[src/rtl/seq_detect_ctrl_if.sv]
`default_nettype none
// ============================================================================
//  Module   : seq_detect_ctrl_if
//  Purpose  : Control, configuration and status bundle for seq_detect_ctrl.
//  Revision : 1.0  initial release
// ============================================================================
interface seq_detect_ctrl_if #(
    parameter int PAT_W = 7,
    parameter int CNT_W = 8
);
    logic             x;
    logic             start;
    logic             stop;
    logic             cfg_we;
    logic [PAT_W-1:0] cfg_pattern;
    logic [CNT_W-1:0] cfg_limit;
    logic             z;
    logic             busy;
    logic             done;
    logic [CNT_W-1:0] match_cnt;

    modport master (
        output x, start, stop, cfg_we, cfg_pattern, cfg_limit,
        input  z, busy, done, match_cnt
    );

    modport slave (
        input  x, start, stop, cfg_we, cfg_pattern, cfg_limit,
        output z, busy, done, match_cnt
    );
endinterface
`default_nettype wire

[src/rtl/seq_detect_ctrl.sv]
`default_nettype none
// ============================================================================
//  Module   : seq_detect_ctrl
//  Purpose  : Armable overlapping serial pattern detector with match limit.
//  Revision : 1.0  initial release
// ============================================================================
module seq_detect_ctrl #(
    parameter int PAT_W = 7,
    parameter int CNT_W = 8
) (
    input  wire logic          clk,
    input  wire logic          rst,
    seq_detect_ctrl_if.slave   sd
);
    typedef enum logic [1:0] {
        ST_IDLE  = 2'd0,
        ST_ARMED = 2'd1,
        ST_DONE  = 2'd2
    } state_t;

    localparam int              c_FILL_W  = $clog2(PAT_W + 1);
    localparam logic [PAT_W-1:0] c_PAT_RST = (PAT_W == 7) ? PAT_W'(7'b1111001)
                                                          : {PAT_W{1'b1}};
    localparam logic [c_FILL_W-1:0] c_FILL_MAX  = c_FILL_W'(PAT_W);
    localparam logic [c_FILL_W-1:0] c_FILL_LAST = c_FILL_W'(PAT_W - 1);
    localparam logic [CNT_W-1:0]    c_CNT_MAX   = {CNT_W{1'b1}};

    state_t              r_state, w_state;
    logic [PAT_W-1:0]    r_pat,   w_pat;
    logic [CNT_W-1:0]    r_lim,   w_lim;
    logic [PAT_W-1:0]    r_hist,  w_hist;
    logic [c_FILL_W-1:0] r_fill,  w_fill;
    logic [CNT_W-1:0]    r_cnt,   w_cnt;
    logic                r_z,     w_z;

    logic [PAT_W-1:0]    w_window;
    logic [CNT_W-1:0]    w_cnt_inc;
    logic                w_match;

    // Window includes the bit being sampled now, so z rises one cycle after it.
    assign w_window  = {r_hist[PAT_W-2:0], sd.x};
    assign w_match   = (r_fill >= c_FILL_LAST) && (w_window == r_pat);
    assign w_cnt_inc = (r_cnt == c_CNT_MAX) ? r_cnt : r_cnt + CNT_W'(1);

    always_ff @(posedge clk) begin
        if (rst) begin
            r_state <= ST_IDLE;
            r_pat   <= c_PAT_RST;
            r_lim   <= '0;
            r_hist  <= '0;
            r_fill  <= '0;
            r_cnt   <= '0;
            r_z     <= 1'b0;
        end else begin
            r_state <= w_state;
            r_pat   <= w_pat;
            r_lim   <= w_lim;
            r_hist  <= w_hist;
            r_fill  <= w_fill;
            r_cnt   <= w_cnt;
            r_z     <= w_z;
        end
    end

    always_comb begin
        w_state = r_state;
        w_pat   = r_pat;
        w_lim   = r_lim;
        w_hist  = r_hist;
        w_fill  = r_fill;
        w_cnt   = r_cnt;
        w_z     = 1'b0;

        case (r_state)
            ST_ARMED: begin
                if (sd.stop) begin
                    w_state = ST_IDLE;
                end else begin
                    w_hist = w_window;
                    w_fill = (r_fill == c_FILL_MAX) ? r_fill : r_fill + c_FILL_W'(1);
                    if (w_match) begin
                        w_z   = 1'b1;
                        w_cnt = w_cnt_inc;
                        if ((r_lim != '0) && (w_cnt_inc == r_lim)) begin
                            w_state = ST_DONE;
                        end
                    end
                end
            end
            default: begin
                // IDLE and DONE behave alike: accept config, arm on start unless stopped.
                if (sd.cfg_we) begin
                    w_pat = sd.cfg_pattern;
                    w_lim = sd.cfg_limit;
                end
                if (sd.start && !sd.stop) begin
                    w_state = ST_ARMED;
                    w_hist  = '0;
                    w_fill  = '0;
                    w_cnt   = '0;
                end
            end
        endcase
    end

    assign sd.z         = r_z;
    assign sd.busy      = (r_state == ST_ARMED);
    assign sd.done      = (r_state == ST_DONE);
    assign sd.match_cnt = r_cnt;

endmodule
`default_nettype wire

[src/flat_wrapper.sv]
// flat-port wrapper written by rule: the top's interface ports become plain ports
module seq_detect_ctrl_flat 
#(
    parameter int PAT_W = 7,
    parameter int CNT_W = 8
)
  (clk, rst, sd_x, sd_start, sd_stop, sd_cfg_we, sd_cfg_pattern, sd_cfg_limit, sd_z, sd_busy, sd_done, sd_match_cnt);
  seq_detect_ctrl_if #(.PAT_W(PAT_W), .CNT_W(CNT_W)) sd_i ();
  input  wire logic clk;
  input  wire logic rst;
  input wire logic [$bits(sd_i.x)-1:0] sd_x;
  input wire logic [$bits(sd_i.start)-1:0] sd_start;
  input wire logic [$bits(sd_i.stop)-1:0] sd_stop;
  input wire logic [$bits(sd_i.cfg_we)-1:0] sd_cfg_we;
  input wire logic [$bits(sd_i.cfg_pattern)-1:0] sd_cfg_pattern;
  input wire logic [$bits(sd_i.cfg_limit)-1:0] sd_cfg_limit;
  output wire logic [$bits(sd_i.z)-1:0] sd_z;
  output wire logic [$bits(sd_i.busy)-1:0] sd_busy;
  output wire logic [$bits(sd_i.done)-1:0] sd_done;
  output wire logic [$bits(sd_i.match_cnt)-1:0] sd_match_cnt;
  assign sd_i.x = sd_x;
  assign sd_i.start = sd_start;
  assign sd_i.stop = sd_stop;
  assign sd_i.cfg_we = sd_cfg_we;
  assign sd_i.cfg_pattern = sd_cfg_pattern;
  assign sd_i.cfg_limit = sd_cfg_limit;
  assign sd_z = sd_i.z;
  assign sd_busy = sd_i.busy;
  assign sd_done = sd_i.done;
  assign sd_match_cnt = sd_i.match_cnt;
  seq_detect_ctrl #(.PAT_W(PAT_W), .CNT_W(CNT_W)) u_core (.clk(clk), .rst(rst), .sd(sd_i));
endmodule
[config.mk]
export PLATFORM = sky130hd
export DESIGN_NAME = seq_detect_ctrl_flat
export DESIGN_NICKNAME = d
export VERILOG_FILES = /design/src/rtl/seq_detect_ctrl_if.sv /design/src/rtl/seq_detect_ctrl.sv /design/src/flat_wrapper.sv
export SDC_FILE = /design/constraint.sdc
export NUM_CORES = 1
export LEC_CHECK = 0
export CAP_MARGIN = 20
export CORE_MARGIN = 8
export CORE_UTILIZATION = 35
export DETAILED_ROUTE_END_ITERATION = 6
export GPL_ROUTABILITY_DRIVEN = 1
export GPL_TIMING_DRIVEN = 1
export PLACE_DENSITY_LB_ADDON = 0.15
export RECOVER_POWER = 100
export SLEW_MARGIN = 25
export SYNTH_ARGS = -nofsm -noshare
export SYNTH_HDL_FRONTEND = slang
export SYNTH_SLANG_ARGS = --single-unit
[constraint.sdc]
create_clock -name clk -period 2.8 [get_ports clk]
set_clock_uncertainty 0.1 [all_clocks]
set_input_delay 0.28 -clock clk [delete_from_list [all_inputs] [get_ports clk]]
set_output_delay 0.28 -clock clk [all_outputs]
set_load 0.05 [all_outputs]
==> impl_metrics.toml, run 1 <==
[timing]
setup_viol = 0
finalCritPeriodShare_pct = 88.16
layout_min_cycle_time_ns = 2.468
maxSlewViolCount = 0
tns_ns = 0
fin_ws_ns = 0.3316
rsz0062_at_grt = "no"
fin_hold_ws_ns = 0.3668
hold_viol_final = 0
tightest_slew_ns = 0.7477
max_slew_margin_pct = 50.12
max_freq_ghz = 0.4051

[clock_network]
cts_buffers = 5
clkLatencyLatePin_ns = 0.28
htree_num_levels = 2
clkTransAtPathRegs_ns = 0.08
cts_resized = 0
clock-root-buffer = "clkbuf_8"
cts_hold_buf = 0
clock_sinks = 35
clock_path_buffers = 2
cts_setup_buffers = 0
cts_tree = "done"

[status]
status = "finished, final reports clean"

[cells_and_area]
layout.nets = 291
antenna_cells = 0
drive_above_1_share_pct = 9.023
area_growth_pct = 26.05

[pwr]
netSwitchingFraction_pct = 25.08
switchingPower_mw = 0.2813
p_leak_nw = 0.9410
comb_power_share_pct = 12.7
ir_drop_mv = 0.2826
power_density_nw_per_um2 = 472.6
total_power_mw = 1.122
power_frac_seq_pct = 47.3
power.internal_mw = 0.8404
p_clk_share_pct = 39.9

[synth]
synthArstFlopShare_pct = 0
ys_seq_area_share_pct = 37.21
avgSynthCellArea_um2 = 8.082
synth_edf_count = 0
synth.net_count = 258
syn_inst = 233
ys_types = 51
ys.flop_type = "dfxtp_1"
ys_warn_count = 0
synth_seq_cells = 35
synth_area_um2 = 1883

[grt]
grt_start_max_net_pins = 20
antenna_found_initial = 0
grtUsageTotal_pct = 13.07
grt_pass1_wl_mm = 8.107
gr-total-overflow = 0
grt_pass1_vias = 1664

[routing]
viasPerCell = 5.283
routedWlPerCell_um = 14.43
drt-total-wl_mm = 4.847
drtIter0Drc = 128
vias = 1775
drc = 0
ant_nets = 0
first_pass_iters = 4

[placement]
dp_slack_ns = 0.4301
dp_hpwl_mm = 3.625
gp_congestion = 0.9143
numPortBuffers = 31

[floorplan]
std_cell_rows = 26
die_w_um = 89.35
core_um2 = 5140
pin_count = 32
die_area_um2 = 7983
die_h_um = 89.35
initial_core_util_pct = 36.64

[critical_path]
required_ns = 2.42
start_kind = "flop"
cp.arrival_ns = 2.09
crit_fanout = 10
crit_path_end_kind = "output pin"
max_stage_delay_ns = 0.92
critical_path_class = "flop to output pin"
critical_path_buf_inv_count = 2
crit_chain = "nand2b_1 > inv_1 > dlygate4sd3_1"
crit_family = "buffers and inverters"
cp_slowest_cell = "dlygate4sd3_1"

[min_path]
hp-class = "flop to flop"

[job]
max-cap-violations = 0
layout make-up:
class,instances,area [um2]
Clock inverter,2,37.54
Timing Repair Buffer,40,374.1
Tap cell,70,87.58
Inverter,8,30.03
Sequential cell,35,700.7
Fill cell,560,2766
Clock buffer,5,68.82
Multi-Input combinational cell,176,1075
synth_stat cells, types with 2 or more instances:
| master | number | share of area [%] |
|---|---|---|
| a211oi_1 | 3 | 1.2 |
| o21ai_0 | 5 | 1.3 |
| a31oi_1 | 4 | 1.3 |
| nand2_1 | 35 | 7.0 |
| buf_2 | 2 | 0.53 |
| or3_1 | 2 | 0.66 |
| and3_1 | 2 | 0.66 |
| nand2b_1 | 2 | 0.66 |
| a21oi_1 | 21 | 5.6 |
| nor2b_1 | 2 | 0.66 |
| o211a_1 | 2 | 1.1 |
| xor2_1 | 7 | 3.3 |
| nand4_1 | 2 | 0.66 |
| o31ai_1 | 2 | 0.80 |
| nor3_1 | 3 | 0.80 |
| inv_1 | 7 | 1.4 |
| mux2i_1 | 3 | 1.6 |
| dfxtp_1 | 35 | 37 |
| buf_6 | 3 | 1.8 |
| nand4b_1 | 2 | 0.93 |
| nor2_1 | 21 | 4.2 |
| nor4_1 | 9 | 3.0 |
| and4_2 | 2 | 1.1 |
| nand3_1 | 11 | 2.9 |
| o221a_2 | 2 | 1.2 |
| clkbuf_1 | 8 | 1.6 |
| ha_1 | 4 | 2.7 |
| xnor2_1 | 3 | 1.4 |
| a22oi_1 | 7 | 2.8 |
worst min-delay path, stage by stage (launching register included):
cell	delay, ns
dfxtp_1	0.32
nand2_1	0.05
a21oi_1	0.05
routing by layer:
layer / vias up / global-route usage, % / share of wire [%]
met5: - / 0 / 0
li1: 908 / - / -
met3: 4 / 3.493 / 4.4
met2: 32 / 21.28 / 46
met1: 831 / 16.27 / 49
met4: 0 / 4.230 / 1.0
layout by cell type, fill, tap and decap left out, types with 8 or more instances in the layout:
| master | instances |
|---|---|
| a21oi_1 | 21 |
| buf_4 | 8 |
| clkdlybuf4s50_1 | 20 |
| dfxtp_1 | 35 |
| dlygate4sd3_1 | 11 |
| inv_1 | 8 |
| nand2_1 | 35 |
| nand3_1 | 11 |
| nor2_1 | 21 |
| nor4_1 | 9 |
flip-flops by register name (all words and copies together) (netlist names):
signal	cells
u_core.r_lim	8
u_core.sd.match_cnt	8
u_core.r_pat	7
u_core.r_hist	6
u_core.r_fill	3
u_core.r_state	2
u_core.sd.z	1
logic make-up after synthesis:
| logic type | count (synthesis) | share of synthesized area, % |
|---|---|---|
| flops | 35 | 37.21 |
| simple gates | 99 | 26.25 |
| compound gates | 59 | 21.06 |
| mux | 3 | 1.595 |
| buf+inv | 22 | 5.714 |
| xor+xnor | 11 | 5.516 |
| fa+ha+maj | 4 | 2.658 |
stage by stage:
step                std cells  area, um2  util, %
finish                    336       2374    46.18
global route              336       2374    46.18
CTS                       336       2377    46.25
detailed placement        329       2271    44.18
global placement          329       2271    44.18
floorplan                 233       1883        -
path summary, 6_finish.rpt:
kind	end	startpoint	depth (start not counted)	slack, ns
min reg2reg	u_core.r_pat[1]$_SDFFE_PP0P_	u_core.r_pat[1]$_SDFFE_PP0P_	2	0.37
max	sd_busy	u_core.r_state[1]$_SDFFE_PP0P_	3	0.33
max reg2reg	u_core.r_state[0]$_SDFFE_PP0P_	u_core.r_fill[0]$_SDFFE_PP0P_	8	0.44
min	u_core.r_pat[1]$_SDFFE_PP0P_	u_core.r_pat[1]$_SDFFE_PP0P_	2	0.37
power by group through the flow:
stage	combinational [mW]	sequential (mW)	clock, mW
2_1_floorplan	0.0894	0.538	0
3_3_place_gp	0.147	0.543	0
3_5_place_dp	0.146	0.543	0
4_1_cts	0.146	0.531	0.456
5_1_grt	0.160	0.533	0.475
6_report	0.143	0.531	0.448
Note: power is estimated with default switching activity, not from simulation.
==> run 2, diff against run 1 <==
==> constraint.sdc (replaced) <==
create_clock -name clk -period 3.1 [get_ports clk]
set_clock_uncertainty 0.1 [all_clocks]
set_input_delay 0.31 -clock clk [delete_from_list [all_inputs] [get_ports clk]]
set_output_delay 0.31 -clock clk [all_outputs]
set_load 0.05 [all_outputs]
==> run 2 against run 1 <==
  * First-iteration DRC count down 26%
  * Cell count down 1.5%
  * Global-route usage hardly changed
  * Sequential cell count stayed put
  * Non-clock buffer count decreased by 6
  * Clock-buffer cell count increased by 1
  * Critical path depth rose by 1
  * Critical endpoint unchanged
==> impl_metrics.toml, run 2 (same netlist as run 1, synthesis figures left out) <==
[critical_path]
start_kind = "flop"
timing.rr.start = "u_core.sd.match_cnt[1]$_SDFFE_PP0P_"
regToRegSetupSlack_ns = 0.68
cp.arrival_ns = 2.29
crit_path_end_kind = "output pin"
required_ns = 2.69
r2r_cells = 7
crit_fanout = 15
r2r-end = "u_core.r_state[0]$_SDFFE_PP0P_"
critical_path_class = "flop to output pin"

[cells_and_area]
multi_input_area_um2 = 1069
final_cell_area_um2 = 2315
seq_area_um2 = 700.7
drive_above_1_share_pct = 7.280
final_util_pct = 45.03
antenna_cells = 0
area_growth_pct = 22.92
layout_common_cells = "35 x nand2_1, 35 x dfxtp_1, 21 x a21oi_1, 21 x nor2_1, 21 x clkdlybuf4s50_1"
n_fill_cell = 558
layout.nets = 285

[pwr]
p_leak_nw = 0.9037
ir_drop_mv = 0.2137
power_density_nw_per_um2 = 415.8

[grt]
grt_pass1_wl_mm = 8.107
antenna_found_initial = 0
grt_pass1_vias = 1661
gr-total-overflow = 0
grtUsageTotal_pct = 13.10
grt_start_max_net_pins = 18

[clock_network]
cts_buffers = 5
cts_setup_buffers = 0
htree_num_levels = 2
clock-root-buffer = "clkbuf_8"
cts_resized = 0
cts_hold_buf = 0
clkLatencyLatePin_ns = 0.29
clock_path_buffers = 2
clkTransAtPathRegs_ns = 0.08
clock_sinks = 35
cts_tree = "done"

[timing]
finalCritPeriodShare_pct = 87.07
layout_min_cycle_time_ns = 2.699
rsz0062_at_grt = "no"
setup_viol = 0
max_slew_margin_pct = 49.73
max_freq_ghz = 0.3705
maxSlewViolCount = 0
hold_viol_final = 0
tightest_slew_ns = 0.7537
tns_ns = 0

[floorplan]
initial_core_util_pct = 36.64
die_w_um = 89.35
die_area_um2 = 7983
pin_count = 32
core_um2 = 5140
std_cell_rows = 26
die_h_um = 89.35

[placement]
gp_congestion = 0.8403
numPortBuffers = 31
placed_area_um2 = 2226
dp_hpwl_mm = 3.639

[routing]
routedWlPerCell_um = 14.53
drt-total-wl_mm = 4.811
drc = 0
drtIter0Drc = 95
viasPerCell = 5.299
ant_nets = 0
vias = 1754
first_pass_iters = 4

[min_path]
hp-start = "u_core.r_pat[1]$_SDFFE_PP0P_"
min_path_cells = 2
hp-class = "flop to flop"
hold_path_end = "u_core.r_pat[1]$_SDFFE_PP0P_"

[status]
status = "finished, final reports clean"

[job]
max-cap-violations = 0
==> run 2: layout make-up <==
class                      count  area share (%)
tap                           70           3.784
inverter                       8           1.297
clock inverter                 2          0.7027
sequential                    35           30.27
timing repair buffer          34           14.22
multi-input combinational    176           46.16
clock buffer                   6           3.568
==> run 2: how the worst max path moves through the flow <==
stage	start	to	slack, ns	cells after the start
global placement	sd_x	u_core.r_state[0]$_SDFFE_PP0P_	0.60	7
CTS	u_core.r_state[1]$_SDFFE_PP0P_	sd_busy	0.73	4
global route	u_core.r_state[1]$_SDFFE_PP0P_	sd_busy	0.30	4
floorplan	u_core.sd.match_cnt[1]$_SDFFE_PP0P_	u_core.r_state[0]$_SDFFE_PP0P_	0.67	7
detailed placement	sd_x	u_core.r_state[0]$_SDFFE_PP0P_	0.54	7
finish	u_core.r_state[1]$_SDFFE_PP0P_	sd_busy	0.40	4
==> run 2: routing by layer <==
| metal | wire length, um | track usage (%) | vias up |
|---|---|---|---|
| li1 | - | - | 895 |
| met1 | 2240 | 16.30 | 810 |
| met2 | 2224 | 20.47 | 41 |
| met3 | 265 | 3.768 | 8 |
| met4 | 80 | 5.740 | 0 |
| met5 | 0 | 0 | - |
==> run 2: metrics by stage <==
stage	hold WS (ns)	power [mW]	worst slack, ns	std cells
after floorplan	0.3342	0.5670	0.6717	233
final	0.3689	0.9626	0.4008	331
after CTS	0.3728	0.9756	0.7333	331
after global routing	0.4007	1.010	0.2972	331
after detailed placement	0.3617	0.6164	0.5437	323
after global placement	0.3592	0.6160	0.6001	323
==> run 2: critical path, stage by stage, from the launching register on <==
cell and delay, ns:
dfxtp_1 0.36, nand2b_1 0.15, clkbuf_1 0.55, inv_2 0.19, clkdlybuf4s50_1 0.75
==> run 2: power by group <==
part,switching (mW),internal (mW)
Clock,0.178,0.181
Combinational,0.0680,0.0557
Sequential,0.0139,0.466
==> run 3, diff against run 2 <==
--- a/config.mk
+++ b/config.mk
@@ -9,7 +9,7 @@
 export CORE_MARGIN = 8
 export CORE_UTILIZATION = 35
 export DETAILED_ROUTE_END_ITERATION = 6
-export GPL_ROUTABILITY_DRIVEN = 1
+export GPL_ROUTABILITY_DRIVEN = 0
 export GPL_TIMING_DRIVEN = 1
 export PLACE_DENSITY_LB_ADDON = 0.15
 export RECOVER_POWER = 100
==> results of run 3 <==
The final DEF is identical to that of run 2; final timing and power are the same.
